**src/rtl/bt_link_scheduler.sv**
```systemverilog
// Round-robin scheduler muxing NUM_REQ 32-bit producers onto one link, with a header word per
// burst, a burst-length cap and a stall watchdog. Define BT_SCHED_PRIORITY_EN for strict priority on requester 0.

module bt_sched_lane (
  input  logic        sel_i,
  input  logic        vld_i,
  input  logic        last_i,
  input  logic [31:0] data_i,
  input  logic        bt_ready_i,
  output logic        rdy_o,
  output logic        vld_o,
  output logic        last_o,
  output logic [31:0] data_o
);
  // A lane that is not selected contributes zeros, so the top can OR-reduce all lanes.
  assign rdy_o  = sel_i & bt_ready_i;
  assign vld_o  = sel_i & vld_i;
  assign last_o = sel_i & last_i;
  assign data_o = sel_i ? data_i : 32'h0;
endmodule

module bt_link_scheduler #(
  parameter int NUM_REQ   = 3,
  parameter int MAX_BURST = 8,
  parameter int TIMEOUT   = 255
) (
  input  logic                 clk,
  input  logic                 reset_n,
  input  logic [NUM_REQ-1:0]   req_valid,
  input  logic [32*NUM_REQ-1:0] req_data,
  input  logic [NUM_REQ-1:0]   req_last,
  output logic [NUM_REQ-1:0]   req_ready,
  output logic [31:0]          bt_data,
  output logic                 bt_valid,
  input  logic                 bt_ready,
  output logic [3:0]           grant_id,
  output logic                 busy,
  output logic                 timeout_err
);
  typedef enum logic [1:0] {S_IDLE, S_HEADER, S_BURST} state_t;

  state_t      state_q, state_d;
  logic [3:0]  rr_q, rr_d;
  logic [3:0]  grant_q, grant_d;
  logic [15:0] seq_q, seq_d;
  logic [7:0]  wc_q, wc_d;
  logic [15:0] sc_q, sc_d;
  logic        tmo_q, tmo_d;

  logic [NUM_REQ-1:0]         lane_sel, lane_vld, lane_last;
  logic [NUM_REQ-1:0][31:0]   lane_data;
  logic                       pay_vld, pay_last;
  logic [31:0]                pay_data;

  for (genvar i = 0; i < NUM_REQ; i++) begin : g_lane
    assign lane_sel[i] = (state_q == S_BURST) && (grant_q == 4'(i));
    bt_sched_lane u_lane (
      .sel_i      (lane_sel[i]),
      .vld_i      (req_valid[i]),
      .last_i     (req_last[i]),
      .data_i     (req_data[32*i +: 32]),
      .bt_ready_i (bt_ready),
      .rdy_o      (req_ready[i]),
      .vld_o      (lane_vld[i]),
      .last_o     (lane_last[i]),
      .data_o     (lane_data[i])
    );
  end

  always_comb begin
    pay_vld  = 1'b0;
    pay_last = 1'b0;
    pay_data = 32'h0;
    for (int i = 0; i < NUM_REQ; i++) begin
      pay_vld  = pay_vld  | lane_vld[i];
      pay_last = pay_last | lane_last[i];
      pay_data = pay_data | lane_data[i];
    end
  end

  // Arbitration: smallest cyclic distance after rr_q wins.
  logic [3:0] pick;
  logic       found;
  int         arb_best, arb_d;

  always_comb begin
    pick     = grant_q;
    found    = 1'b0;
    arb_best = NUM_REQ;
    arb_d    = 0;
`ifdef BT_SCHED_PRIORITY_EN
    if (req_valid[0]) begin
      pick  = 4'd0;
      found = 1'b1;
    end else begin
      for (int j = 1; j < NUM_REQ; j++) begin
        arb_d = j - int'(rr_q) - 1;
        if (arb_d < 0) arb_d = arb_d + NUM_REQ - 1;
        if (req_valid[j] && arb_d < arb_best) begin
          arb_best = arb_d;
          pick     = 4'(j);
          found    = 1'b1;
        end
      end
    end
`else
    for (int j = 0; j < NUM_REQ; j++) begin
      arb_d = j - int'(rr_q) - 1;
      if (arb_d < 0) arb_d = arb_d + NUM_REQ;
      if (req_valid[j] && arb_d < arb_best) begin
        arb_best = arb_d;
        pick     = 4'(j);
        found    = 1'b1;
      end
    end
`endif
  end

  logic [8:0]  wc_inc;
  logic [16:0] sc_inc;
  logic        xfer;
  assign wc_inc = {1'b0, wc_q} + 9'd1;
  assign sc_inc = {1'b0, sc_q} + 17'd1;
  assign xfer   = bt_valid & bt_ready;

  always_comb begin
    state_d  = state_q;
    rr_d     = rr_q;
    grant_d  = grant_q;
    seq_d    = seq_q;
    wc_d     = wc_q;
    sc_d     = sc_q;
    tmo_d    = 1'b0;
    bt_valid = 1'b0;
    bt_data  = 32'h0;
    case (state_q)
      S_IDLE: begin
        if (found) begin
          grant_d = pick;
`ifdef BT_SCHED_PRIORITY_EN
          if (pick != 4'd0) rr_d = pick;
`else
          rr_d    = pick;
`endif
          sc_d    = 16'h0;
          state_d = S_HEADER;
        end
      end
      S_HEADER: begin
        bt_valid = 1'b1;
        bt_data  = {8'hA5, 4'h0, grant_q, seq_q};
        if (bt_ready) begin
          seq_d   = seq_q + 16'd1;
          wc_d    = 8'h0;
          state_d = S_BURST;
        end
      end
      S_BURST: begin
        bt_valid = pay_vld;
        bt_data  = pay_data;
        if (pay_vld && bt_ready) begin
          wc_d = wc_inc[7:0];
          if (pay_last || wc_inc == 9'(MAX_BURST)) state_d = S_IDLE;
        end
      end
      default: state_d = S_IDLE;
    endcase
    // Watchdog shared by HEADER and BURST; an aborted header never bumps seq.
    if (state_q != S_IDLE) begin
      if (xfer) begin
        sc_d = 16'h0;
      end else if (sc_inc == 17'(TIMEOUT)) begin
        sc_d    = 16'h0;
        tmo_d   = 1'b1;
        state_d = S_IDLE;
      end else begin
        sc_d = sc_inc[15:0];
      end
    end
  end

  always_ff @(posedge clk or negedge reset_n) begin
    if (!reset_n) begin
      state_q <= S_IDLE;
      rr_q    <= 4'(NUM_REQ - 1);
      grant_q <= 4'h0;
      seq_q   <= 16'h0;
      wc_q    <= 8'h0;
      sc_q    <= 16'h0;
      tmo_q   <= 1'b0;
    end else begin
      state_q <= state_d;
      rr_q    <= rr_d;
      grant_q <= grant_d;
      seq_q   <= seq_d;
      wc_q    <= wc_d;
      sc_q    <= sc_d;
      tmo_q   <= tmo_d;
    end
  end

  assign grant_id    = grant_q;
  assign busy        = (state_q != S_IDLE);
  assign timeout_err = tmo_q;
endmodule

```
**config.mk**
```make
export PLATFORM = sky130hd
export DESIGN_NAME = bt_link_scheduler
export DESIGN_NICKNAME = d
export VERILOG_FILES = /design/src/rtl/bt_link_scheduler.sv
export SDC_FILE = /design/constraint.sdc
export NUM_CORES = 1
export LEC_CHECK = 0
export CELL_PAD_IN_SITES_DETAIL_PLACEMENT = 1
export CELL_PAD_IN_SITES_GLOBAL_PLACEMENT = 1
export CORE_ASPECT_RATIO = 1.1
export CORE_MARGIN = 2
export CORE_UTILIZATION = 42
export DETAILED_ROUTE_END_ITERATION = 10
export DONT_BUFFER_PORTS = 1
export GPL_ROUTABILITY_DRIVEN = 1
export PLACE_DENSITY = 0.85
export SETUP_SLACK_MARGIN = 0.1
export SYNTH_ARGS = -nofsm -noshare
export SYNTH_HDL_FRONTEND = slang
export SYNTH_SLANG_ARGS = --single-unit
```
**constraint.sdc**
```tcl
create_clock -name clk -period 5.5 [get_ports clk]
set_input_delay 0.825 -clock clk [delete_from_list [all_inputs] [get_ports clk]]
set_output_delay 0.825 -clock clk [all_outputs]
set_load 0.03 [all_outputs]
```
; ---- After elaboration in Yosys (flattened, before gate mapping)
; Cells that the tools add are included.
[classes]
n_reduce_logical = 18
muxes = 35
order_cmp = 6
eq_ne = 8
addsub = 12
bitwise = 16
[ops]
columns = cell, n
row1 = $mux W32, 8
row2 = $mux W16, 5
row3 = $lt A32 B32 Y1, 2
row4 = $or A32 B32 Y32, 2
row5 = $pmux W32 S2, 1
row6 = $lt A32 B3 Y1 const B, 1
row7 = $add A6 B3 Y7 const B, 3
row8 = $lt A6 B1 Y1 const B, 3
row9 = $sub A5 B2 Y6 const B, 3
row10 = $add A16 B1 Y17 const B, 1
row11 = $eq A17 B8 Y1 const B, 1
row12 = $add A16 B1 Y16 const B, 1
row13 = $mux W8, 2
row14 = $pmux W8 S2, 1
row15 = $mux W2, 7
row16 = $mux W4, 3
row17 = $and A1 B1 Y1, 10
row18 = $sub A1 B4 Y5 const A, 2
row19 = $add A8 B1 Y9 const B, 1
row20 = $eq A9 B4 Y1 const B, 1
row21 = $reduce_bool A2 Y1, 4
row22 = $logic_and A1 B1 Y1, 7
row23 = $mux W1, 6
row24 = $pmux W2 S3, 1
row25 = other kinds (14), 19
[word_totals]
out_inout_bits = 42
register_bits = 51
in_bits = 105

; ---- Depth between registers and ports, before layout
; Gate-level depths: netlist (run 1).
[depth]
ltp_word = 18
depth_mapped = 24
mapped_depth_nobuf = 22

; ---- Modules after synthesis
; From an unflattened synthesis (run 1), not the netlist that was laid out.
[unflattened]
cells_unflattened = 611
area_unflattened_um2 = 4832.1
[by_module_without_submodules]
columns = mod, area_per_inst_um2, n_inst, cells_per_inst, seq_area_each_um2
row1 = bt_link_scheduler, 3998.8, 1, 497, 1152.4
row2 = bt_sched_lane, 277.8, 3, 38, 0.0

; ---- Worst setup path after synthesis (run 1)
; Ideal clock, no wire load.
[synth_timing]
kind = flip-flop to flip-flop
from = register rr_q[0]
to = register sc_q[13]
required_time_ps = 5376
path_slack_ps = 115
arrival_time_ps = 5261
path_stages_with_launch = 24
setup_time_ps = 124
n_path_buf = 2
path_cell_list = dfrtp_1 buf_2 inv_2 ha_1 ha_1 nand2_1 nand3_1 a21oi_1 nor2_1 o21ai_0 ha_1 a2111o_1 o21ai_1 nand2_1 mux2_2 ha_1 or3b_1 o21ai_2 nand3_2 a2111oi_4 nor4_2 and2_4 buf_6 a211o_1
[synth_via]
elab_chain_cells = 15
elab_cells_between_ends = 28
classes_between = add/sub: 9 / order compare: 6 / mux: 8 / reduce/logical: 5
[synth_lines]
columns = item, line
row1 = start: declaration, 43  ; logic [3:0] rr_q, rr_d;
row2 = start signal: assignment, 185  ; rr_q <= 4'(NUM_REQ - 1);
row3 = start signal: assignment, 193  ; rr_q <= rr_d;
row4 = $sub A1 B4 Y5, 108  ; arb_d = j - int'(rr_q) - 1;
row5 = $sub A5 B2 Y6, 108
row6 = $add A6 B3 Y7 / $lt A6 B1 Y1 (equally long branches), 109  ; if (arb_d < 0) arb_d = arb_d + NUM_REQ;
row7 = $mux W32, 109
row8 = $lt A32 B3 Y1, 110  ; if (req_valid[j] && arb_d < arb_best) begin
row9 = $logic_and A1 B1 Y1, 110
row10 = $mux W32, 110
row11 = $lt A32 B32 Y1, 110
row12 = $logic_and A1 B1 Y1, 110
row13 = $mux W32, 110
row14 = $lt A32 B32 Y1, 110
row15 = $logic_and A1 B1 Y1, 110
row16 = $mux W1 *, 110
row17 = $reduce_bool A2 Y1 (no source line) *, --
row18 = $reduce_and A2 Y1 (no source line) *, --
row19 = end signal: assignment, 189  ; sc_q <= 16'h0;
row20 = end signal: assignment, 197  ; sc_q <= sc_d;
row21 = end: declaration, 47  ; logic [15:0] sc_q, sc_d;
; Every way passes the cells marked *; elsewhere a longest branch is shown, timed or not.
; A chain may end at the register's enable or synchronous reset.

; ---- Final worst setup path (run 1)
[layout_timing]
from = register rr_q[1]
to = register sc_q[11]
; The elaborated chain is that of the path after synthesis.

==> results.yml, run 1 <==
global_routing:
  antenna_found_initial: 0
  grt_use_total: 0.247
  grt-ovfl-total: 0
  grt_max_degree: 47
  grt_first_pass_wirelength_microns: 22800
  grt_pass1_vias: 4578
setup_path:
  cp.arrival_ns: 5.31
  crit_path_max_fanout: 6
  crit_start: "rr_q[1]"
  rr_worst_depth: 21
  crit_type: "register to register"
  endpoint_kind: "register"
  r2r_end: "sc_q[11]"
  rr_startpoint: "rr_q[1]"
  worstPathRequired_ns: 5.66
  cp-start-kind: "register"
  r2r_slack_ns: 0.36
logic_synthesis:
  synth_area_per_cell_sq_um: 7.83
  synth-edff-count: 0
  synthCells: 575
  syn-cell-area_sq_um: 4500
  postSynth.asyncResetShare: 1.00
  yosysSeqAreaShare: 0.256
  ys_seq_elements: 46
  yosysWarnings: 0
  synth.distinct_cells: 69
  synth-main-ff-cell: "dfrtp_1"
place:
  dp_hpwl_microns: 10800
  place_area_sq_um: 4600
  gp_congestion: 0.916
  dp_cells: 697
  port_buffers: 0
cells_and_area:
  fin_cells: 716
  syn_to_final_growth_pct: 9.64
  stdcell_area_sq_um: 4940
  fill_cells: 1273
  antenna_cells: 0
  drive_above_1_share: 0.108
  post-route-util: 0.475
  layout_common_cells: "nor2_1 (62), nand2_1 (60), a21oi_1 (53)"
  final_common_cell: "nor2_1"
  final_nets: 709
route:
  viasPerCell: 6.13
  drc: 0
  drt_pre_antenna_iters: 4
  wire_per_inst_microns: 19.8
  ant_nets: 0
  wl_microns: 14200
  vias: 4390
  initialDrtViolationCount: 191
power:
  p_total_mw: 3.04
  power.density_nw_per_um2: 615
  p_leak_nw: 2.13
  ir_drop_v: 0.000249
sta:
  setup_viol: 0
  tightestPinTransition_ns: 1.01
  final.setup_skew_ns: 0.00909
  final-hold-violation-count: 0
  finalCritPeriodShare: 0.935
  min_period_ns: 5.14
  rsz0062_at_grt: "no"
  fmax_ghz: 0.194
  maxSlewViolCount: 0
  relSlewSlack: 0.321
clocking:
  cts_tree: "built"
  htreeDepth: 2
  cts_sinks: 46
  root_buffer: "clkbuf_16"
  cts_inserted_buffers: 5
  clkSlewWorstSetupHoldPaths_ns: 0.07
  ctsLongestPathBuffers: 2
  clock_latency_ns: 0.29
outcome:
  status: "finished clean"
flow_run:
  maxCapViolCount: 0
die:
  fp.dieArea_sq_um: 11600
  initial_core_util: 0.433
  die_h_microns: 113
  fp-row-count: 39
  io_pins: 147
  core_area_sq_um: 10400
  die_x_microns: 103
worst_hold_path:
  hold_path_class: "input pin to async pin"
Yosys cell counts (all sizes together) (2+ instances only):
cell     count  share of area
nor2        64          0.053
a21o         6          0.010
nand3       29          0.036
and3         9          0.013
nand2       60          0.050
dfrtp       45           0.25
o2bb2ai      6          0.012
nor2b        8          0.011
a31oi        6         0.0083
and2         4         0.0061
a211oi       2         0.0033
o21ai       49          0.055
o211ai       5         0.0083
xnor2       18          0.035
xor2         7          0.014
nand2b       3         0.0042
o31ai        2         0.0033
a21oi       54          0.060
inv         21          0.018
nor4         4          0.012
o211a        2         0.0044
nor3        19          0.024
o41ai        2         0.0039
o22ai        5         0.0069
ha          31          0.086
or2          3         0.0042
a211o        4         0.0078
nor3b        4         0.0078
mux2i       34          0.076
clkbuf      15          0.013
buf         20          0.027
nand4b       2         0.0039
or3          7         0.0097
nand4        5          0.010
mux2         2         0.0050
worst max-delay path: stages (launching register included):
cell        delay (ns)
dfstp_2           0.56
clkinvlp_4        0.16
ha_4              0.34
inv_1             0.06
ha_1              0.22
nor2_2            0.11
a21oi_1           0.12
nor2_2            0.17
o21ai_0           0.12
ha_1              0.32
a2111o_1          0.42
o21ai_2           0.20
nand2_1           0.12
mux2_2            0.30
ha_1              0.17
or3b_1            0.38
o21ai_2           0.16
nand3_2           0.14
a2111oi_4         0.31
nor4_4            0.11
and2_4            0.22
a211o_1           0.30
sequential cells by signal, indices dropped and copies added, names as in the netlist:
signal and cells:
grant_id 1, rr_q 2, sc_q 16, seq_q 16, state_q 2, timeout_err 1
wc_q 8
final cells by class:
type / count / area [sq um] / share of cell area
Multi-Input combinational cell: 477 / 3160 / 0.641
Sequential cell: 46 / 1150 / 0.234
Tap cell: 143 / 179 / 0.0362
Timing Repair Buffer: 21 / 158 / 0.0319
Clock buffer: 6 / 139 / 0.0281
Inverter: 21 / 82.6 / 0.0167
Clock inverter: 2 / 60.1 / 0.0122
how the worst max path moves through the flow:
stage	to	depth (start not counted)	slack (ns)
2_1_floorplan	sc_q[13]	23	0.12
3_3_place_gp	sc_q[7]	23	0.13
3_5_place_dp	sc_q[7]	23	-0.17
4_1_cts	sc_q[11]	21	0.12
5_1_grt	sc_q[11]	24	0.07
6_report	sc_q[11]	21	0.36
layer usage:
| metal | routed length, microns | GRT usage |
|---|---|---|
| met1 | 5840 | 0.305 |
| met3 | 625 | 0.0448 |
| met2 | 7490 | 0.441 |
| met5 | 0 | 0 |
| met4 | 217 | 0.0551 |
timing repair:
item | 4_1_cts | 5_1_grt
pin swaps | 1 | 5
hold endpoints to repair | 0 | 0
gates cloned | 0 | 1
gates resized for setup | 4 | 7
endpoints found under the setup margin | 17 | 21
setup buffers | 1 | 9
hold buffers | 0 | 0
logic make-up (layout without fill, tap and decap cells):
family / after synthesis / count (layout) / synth area share
AND/OR/NAND/NOR: 224 / 225 / 0.251
AO/OA/AOI/OAI: 155 / 155 / 0.215
buffers and inverters: 56 / 50 / 0.0572
flip-flops: 46 / 46 / 0.256
multiplexers: 36 / 36 / 0.0806
adder cells (fa/ha/maj): 32 / 32 / 0.0906
XOR/XNOR: 25 / 25 / 0.0486
other: 1 / 4 / 0.000833
per-stage QoR:
step           setup TNS [ns]  hold WS [ns]  worst slack [ns]
6_report                    0         0.225             0.357
4_1_cts                     0         0.221             0.121
5_1_grt                     0         0.212            0.0653
3_5_place_dp           -0.967         0.487            -0.168
3_3_place_gp                0         0.464             0.129
2_1_floorplan               0         0.445             0.115
power by group:
part           total [mW]  internal [mW]  switching (mW)
logic                2.12          0.794            1.33
registers           0.513          0.397           0.116
clock network       0.403          0.273           0.130
total                3.04           1.46            1.57
Power figures use the tool's default switching activity.
==> inputs of run 2 (changes only) <==
--- a/config.mk
+++ b/config.mk
@@ -15,2 +15,3 @@
 export GPL_ROUTABILITY_DRIVEN = 1
+export GPL_TIMING_DRIVEN = 0
 export PLACE_DENSITY = 0.85
==> constraint.sdc (replaced) <==
create_clock -name clk -period 5.5 [get_ports clk]
set_input_delay 1.375 -clock clk [delete_from_list [all_inputs] [get_ports clk]]
set_output_delay 1.375 -clock clk [all_outputs]
set_load 0.03 [all_outputs]
==> results.yml, run 2 (synthesis results as in run 1) <==
global_routing:
  grt_pass1_vias: 4625
  grt_use_total: 0.255
  antenna_found_initial: 0
  grt_max_degree: 47
  grt_first_pass_wirelength_microns: 23400
  grt-ovfl-total: 0
cells_and_area:
  layout_common_cells: "nor2_1 (61), nand2_1 (59), a21oi_1 (53)"
  drive_above_1_share: 0.121
  final_nets: 738
  largestRegisters: "sc_q: 16 flops, seq_q: 16 flops, wc_q: 8 flops"
  final_common_cell: "nor2_1"
  syn_to_final_growth_pct: 13.2
  antenna_cells: 0
clocking:
  cts_tree: "built"
  cts_inserted_buffers: 5
  clkSlewWorstSetupHoldPaths_ns: 0.07
  hold_buffers: 0
  clock_latency_ns: 0.29
  ctsLongestPathBuffers: 2
  root_buffer: "clkbuf_16"
  htreeDepth: 2
  cts_sinks: 46
power:
  p_total_mw: 3.15
  power.density_nw_per_um2: 618
  p_leak_nw: 2.20
  power.internal_mw: 1.45
  power_switching_mw: 1.70
  clock_power_share: 0.101
  pwr-share-comb: 0.749
  p_seq_frac: 0.151
  ir_drop_v: 0.000257
  p_sw_frac: 0.539
setup_path:
  cp-start-kind: "register"
  crit_type: "register to register"
  critPathSlowestCell: "dfstp_2"
  path_cells: "inv_4 > ha_4 > inv_1 > ha_4 > nor2_4 > a21oi_2 > nor2_4 > nand4b_1 > ha_1 > nand2_1 > a31oi_1 > nor2_2 > nand2_2 > mux2_4 > ha_1 > or3b_1 > o21ai_2 > nand3_2 > a2111oi_4 > nor4_4 > and2_4 > buf_6 > a211o_1"
  cp.arrival_ns: 5.56
  worstPathRequired_ns: 5.67
  crit_path_max_fanout: 10
  cpPeakStageDelay_ns: 0.57
  endpoint_kind: "register"
worst_hold_path:
  hold_path_class: "register to register"
sta:
  setup_viol: 0
  tightestPinTransition_ns: 1.02
  finalCritPeriodShare: 0.980
  post-route-worst-setup-slack_ns: 0.111
  final-hold-violation-count: 0
  fmax_ghz: 0.186
  maxSlewViolCount: 0
  relSlewSlack: 0.313
  min_period_ns: 5.39
  setup_tns_ns: 0
  final.setup_skew_ns: 0.0126
route:
  ant_nets: 0
  wire_per_inst_microns: 20.0
  drc: 0
  drt_pre_antenna_iters: 4
  initialDrtViolationCount: 156
  wl_microns: 14900
  viasPerCell: 5.97
  vias: 4450
outcome:
  status: "finished clean"
place:
  dpl_worst_slack_ns: -0.712
  dp_hpwl_microns: 11100
  gp_congestion: 0.872
  port_buffers: 0
die:
  die_h_microns: 113
  fp.dieArea_sq_um: 11600
  core_area_sq_um: 10400
  initial_core_util: 0.433
  io_pins: 147
  fp-row-count: 39
  die_x_microns: 103
flow_run:
  maxCapViolCount: 0
## run 2: cell count changes in the layout (fill, tap and decap cells not counted), moves of 2 or more
cell | previous run | this run
nor2_4 | 0 | 2
ha_1 | 30 | 28
o21ai_0 | 46 | 43
buf_1 | 0 | 6
ha_4 | 1 | 3
bufinv_16 | 2 | 0
o21ai_1 | 1 | 3
buf_6 | 0 | 2
buf_4 | 21 | 23
buf_2 | 0 | 4
clkbuf_1 | 0 | 14
## run 2: worst max-delay path, delay by kind of cell (launching register included)
family                     cells  cell delay (ns)
and+or+nand+nor               10             1.85
AOI/OAI and AO/OA              5             1.14
adders and majority gates      4             1.02
DFF                            1             0.57
muxes                          1             0.34
buffers and inverters          3             0.32
## run 2: area by class of cell
class | instances | area (sq um)
repair buffers | 16 | 120
flip-flops and latches | 46 | 1150
multi-input cells | 476 | 3210
plain buffers | 35 | 190
well taps | 143 | 179
clock inverters | 2 | 12.5
fillers | 1272 | 5300
clock buffers | 6 | 139
inverters | 21 | 93.8
## run 2: stage by stage
stage               hold slack [ns]   util  area, sq um  instances
floorplan                     0.445      -         4510        578
global placement              0.467  0.452         4690        721
detailed placement            0.471  0.452         4690        721
CTS                           0.490  0.474         4930        733
global route                  0.517  0.491         5100        745
finish                        0.485  0.491         5100        745
## run 2: timing repair
action	in CTS	in global routing
resized for setup	13	21
setup endpoints to repair	21	14
cloned	0	0
buffers inserted	4	12
pin swaps	2	10
## run 2: power by group through the flow
stage               clock network (mW)  registers [mW]  logic [mW]
global placement                     0           0.488        1.86
finish                           0.317           0.474        2.36
floorplan                            0           0.465        1.53
detailed placement                   0           0.493        1.96
CTS                              0.320           0.472        2.08
global route                     0.333           0.484        2.57
## run 2: worst paths after layout
kind	start	end	slack, ns	depth (start not counted)
max in group asynchronous	reset_n	rr_q[1]	4.54	0
hold / removal	seq_q[15]	seq_q[15]	0.48	1
setup reg to reg	rr_q[1]	sc_q[13]	0.11	23
setup / recovery	rr_q[1]	sc_q[13]	0.11	23
hold reg to reg	seq_q[15]	seq_q[15]	0.48	1
min in group asynchronous	reset_n	sc_q[5]	0.77	0
## run 2: layer usage
layer	part of all wire	vias to the layer above	wire length, microns	track usage
li1	-	2090	-	-
met1	0.43	2230	6400	0.324
met2	0.51	106	7650	0.443
met3	0.042	24	626	0.0523
met4	0.017	0	248	0.0560
met5	0	-	0	0
==> inputs of run 3 (changes only) <==
Settings changed: ABC_AREA set to 1, CORE_UTILIZATION 42 to 40.
==> results.yml, run 3 <==
outcome:
  status: "finished clean"
sta:
  rsz0062_at_grt: "no"
  setup_viol: 0
  tightestPinTransition_ns: 1.21
  fmax_ghz: 0.196
  final-hold-violation-count: 0
  finalCritPeriodShare: 0.928
  relSlewSlack: 0.186
  min_period_ns: 5.11
  setup_tns_ns: 0
  maxSlewViolCount: 0
  final.setup_skew_ns: 0.00711
global_routing:
  grt_use_total: 0.239
  grt-ovfl-total: 0
  antenna_found_initial: 0
  grt_pass1_vias: 4548
  grt_max_degree: 47
  grt_first_pass_wirelength_microns: 21700
die:
  initial_core_util: 0.408
  fp.dieArea_sq_um: 11400
  io_pins: 147
  die_h_microns: 112
  die_x_microns: 102
  core_area_sq_um: 10300
  fp-row-count: 39
route:
  initialDrtViolationCount: 175
  viasPerCell: 5.32
  wl_microns: 13200
  wire_per_inst_microns: 17.0
  top_layer: "met4"
  wl_met2_microns: 6620
  ant_nets: 0
  wl_met1_microns: 5500
  routed-wl-met3_microns: 807
  drt_pre_antenna_iters: 4
  drc: 0
  vias: 4122
setup_path:
  path_cells: "inv_1 > ha_1 > inv_1 > nor3_1 > clkbuf_1 > buf_1 > a21oi_1 > o22ai_1"
  crit_type: "register to output port"
  r2r_slack_ns: 0.59
  cp-start-kind: "register"
  cp.arrival_ns: 3.73
  r2r_end: "sc_q[14]"
  crit_path_max_fanout: 10
  path_common_cell: "inv_1"
  rr_worst_depth: 27
  worstPathRequired_ns: 4.12
  critPathSlowestCell: "nor3_1"
  rr_startpoint: "rr_q[0]"
  endpoint_kind: "output port"
  cpPeakStageDelay_ns: 0.94
place:
  dp_hpwl_microns: 10700
  gp_congestion: 0.891
  dp_cells: 767
  port_buffers: 0
cells_and_area:
  fill_cells: 1355
  final_nets: 768
  layout_common_cells: "nand2_1 (197), inv_1 (89), dfrtp_1 (44)"
  fin_cells: 775
  antenna_cells: 0
  final_common_cell: "nand2_1"
  largestRegisters: "sc_q: 16 flops, seq_q: 16 flops, wc_q: 8 flops"
  drive_above_1_share: 0.0728
  syn_to_final_growth_pct: 8.78
logic_synthesis:
  synth-main-ff-cell: "dfrtp_1"
  synthCells: 621
  post-synth-top-count-cell: "nand2_1"
  synth-edff-count: 0
  synthTopCellsByArea: "dfrtp_1 (27%), nand2_1 (18%), ha_1 (9.2%)"
  synthTopCellsByCount: "nand2_1 (197), inv_1 (89), dfrtp_1 (45)"
  ys_seq_elements: 46
  yosysWarnings: 0
  syn-cell-area_sq_um: 4210
  synth_area_leader_cell: "dfrtp_1"
  yosys.area.top_type_share: 0.268
  synth_area_per_cell_sq_um: 6.77
  yosysSeqAreaShare: 0.274
  postSynth.asyncResetShare: 1.00
  synth.distinct_cells: 38
clocking:
  root_buffer: "clkbuf_16"
  htreeDepth: 2
  cts_inserted_buffers: 5
  clock_latency_ns: 0.29
  ctsLongestPathBuffers: 2
  cts_sinks: 46
  cts_tree: "built"
  clkSlewWorstSetupHoldPaths_ns: 0.07
power:
  power_switching_mw: 1.07
  p_sw_frac: 0.522
  power.density_nw_per_um2: 449
  p_leak_nw: 2.27
  ir_drop_v: 0.000192
  clock_power_share: 0.171
  pwr-share-comb: 0.606
  p_seq_frac: 0.223
  power.internal_mw: 0.982
worst_hold_path:
  hold-path-cell-count: 1
  hold_path_class: "register to register"
  min_to: "seq_q[6]"
  hold_start: "seq_q[6]"
flow_run:
  maxCapViolCount: 0
==> run 3: cell types whose count changed in the layout (fill, tap and decap cells not counted), sizes merged, moves of 13 or more <==
cell	previous run	this run
xor2	7	26
mux2i	34	0
a21oi	54	25
xnor2	18	5
inv	20	91
o21ai	49	9
o22ai	5	18
nand2	60	217
buf	36	12
nor2	64	34
==> run 3: repair_timing <==
action,4_1_cts,5_1_grt
setup endpoints to repair,10,20
buffers inserted,0,0
hold buffers,0,0
resized for setup,1,4
cloned,0,0
==> run 3: kinds of logic after synthesis <==
group / after synthesis / share of synthesized area
other: 1 / 0.000892
AOI/OAI and AO/OA: 82 / 0.128
adders and majority gates: 32 / 0.0970
DFF: 46 / 0.274
and+or+nand+nor: 315 / 0.322
xor gates and xnor gates: 31 / 0.0646
buffers and inverters: 114 / 0.114
==> run 3: area by class of cell <==
type,count,area [sq um],share of cell area
Clock buffer,5,125,0.0274
Buffer,22,130,0.0284
Clock inverter,3,43.8,0.00957
Inverter,92,349,0.0763
Tap cell,143,179,0.0391
Sequential cell,46,1150,0.252
Multi-Input combinational cell,464,2590,0.567
==> run 3: stage by stage <==
stage          hold WS, ns  power [mW]  setup WS, ns  cell area (sq um)  utilization
5_1_grt              0.481        2.23         0.118               4570        0.444
3_3_place_gp         0.458        1.62         0.333               4400        0.427
2_1_floorplan        0.442        1.40          1.13               4220            -
3_5_place_dp         0.456        1.70         0.123               4400        0.427
4_1_cts              0.469        2.06         0.305               4570        0.443
6_report             0.465        2.06         0.394               4570        0.444
==> run 3: worst max path at each step <==
stage,start,endpoint,slack [ns],cells after the start
detailed placement,rr_q[0],sc_q[14],0.12,27
finish,state_q[0],bt_data[5],0.39,8
global route,rr_q[0],sc_q[8],0.12,27
CTS,rr_q[0],sc_q[8],0.30,27
floorplan,rr_q[0],sc_q[10],1.13,28
global placement,rr_q[0],sc_q[6],0.33,27
==> run 3: power groups by stage <==
stage                     Combinational [mW]  Sequential (mW)  Clock (mW)
after floorplan                        0.957            0.447           0
after global placement                  1.16            0.460           0
after detailed placement                1.23            0.465           0
after CTS                               1.24            0.460       0.358
after global routing                    1.40            0.468       0.368
final                                   1.25            0.459       0.351
==> run 3: critical path, delay by kind of cell (launching register included) <==
family          cells  cell delay (ns)
flops               1             0.42
fa+ha+maj           1             0.22
compound gates      2             0.78
simple gates        1             0.94
buf+inv             4             1.07
==> run 3: per-layer routing <==
layer	vias up	global-route usage
met3	21	0.0521
li1	2010	-
met4	0	0.0757
met1	1985	0.292
met2	106	0.414
met5	-	0
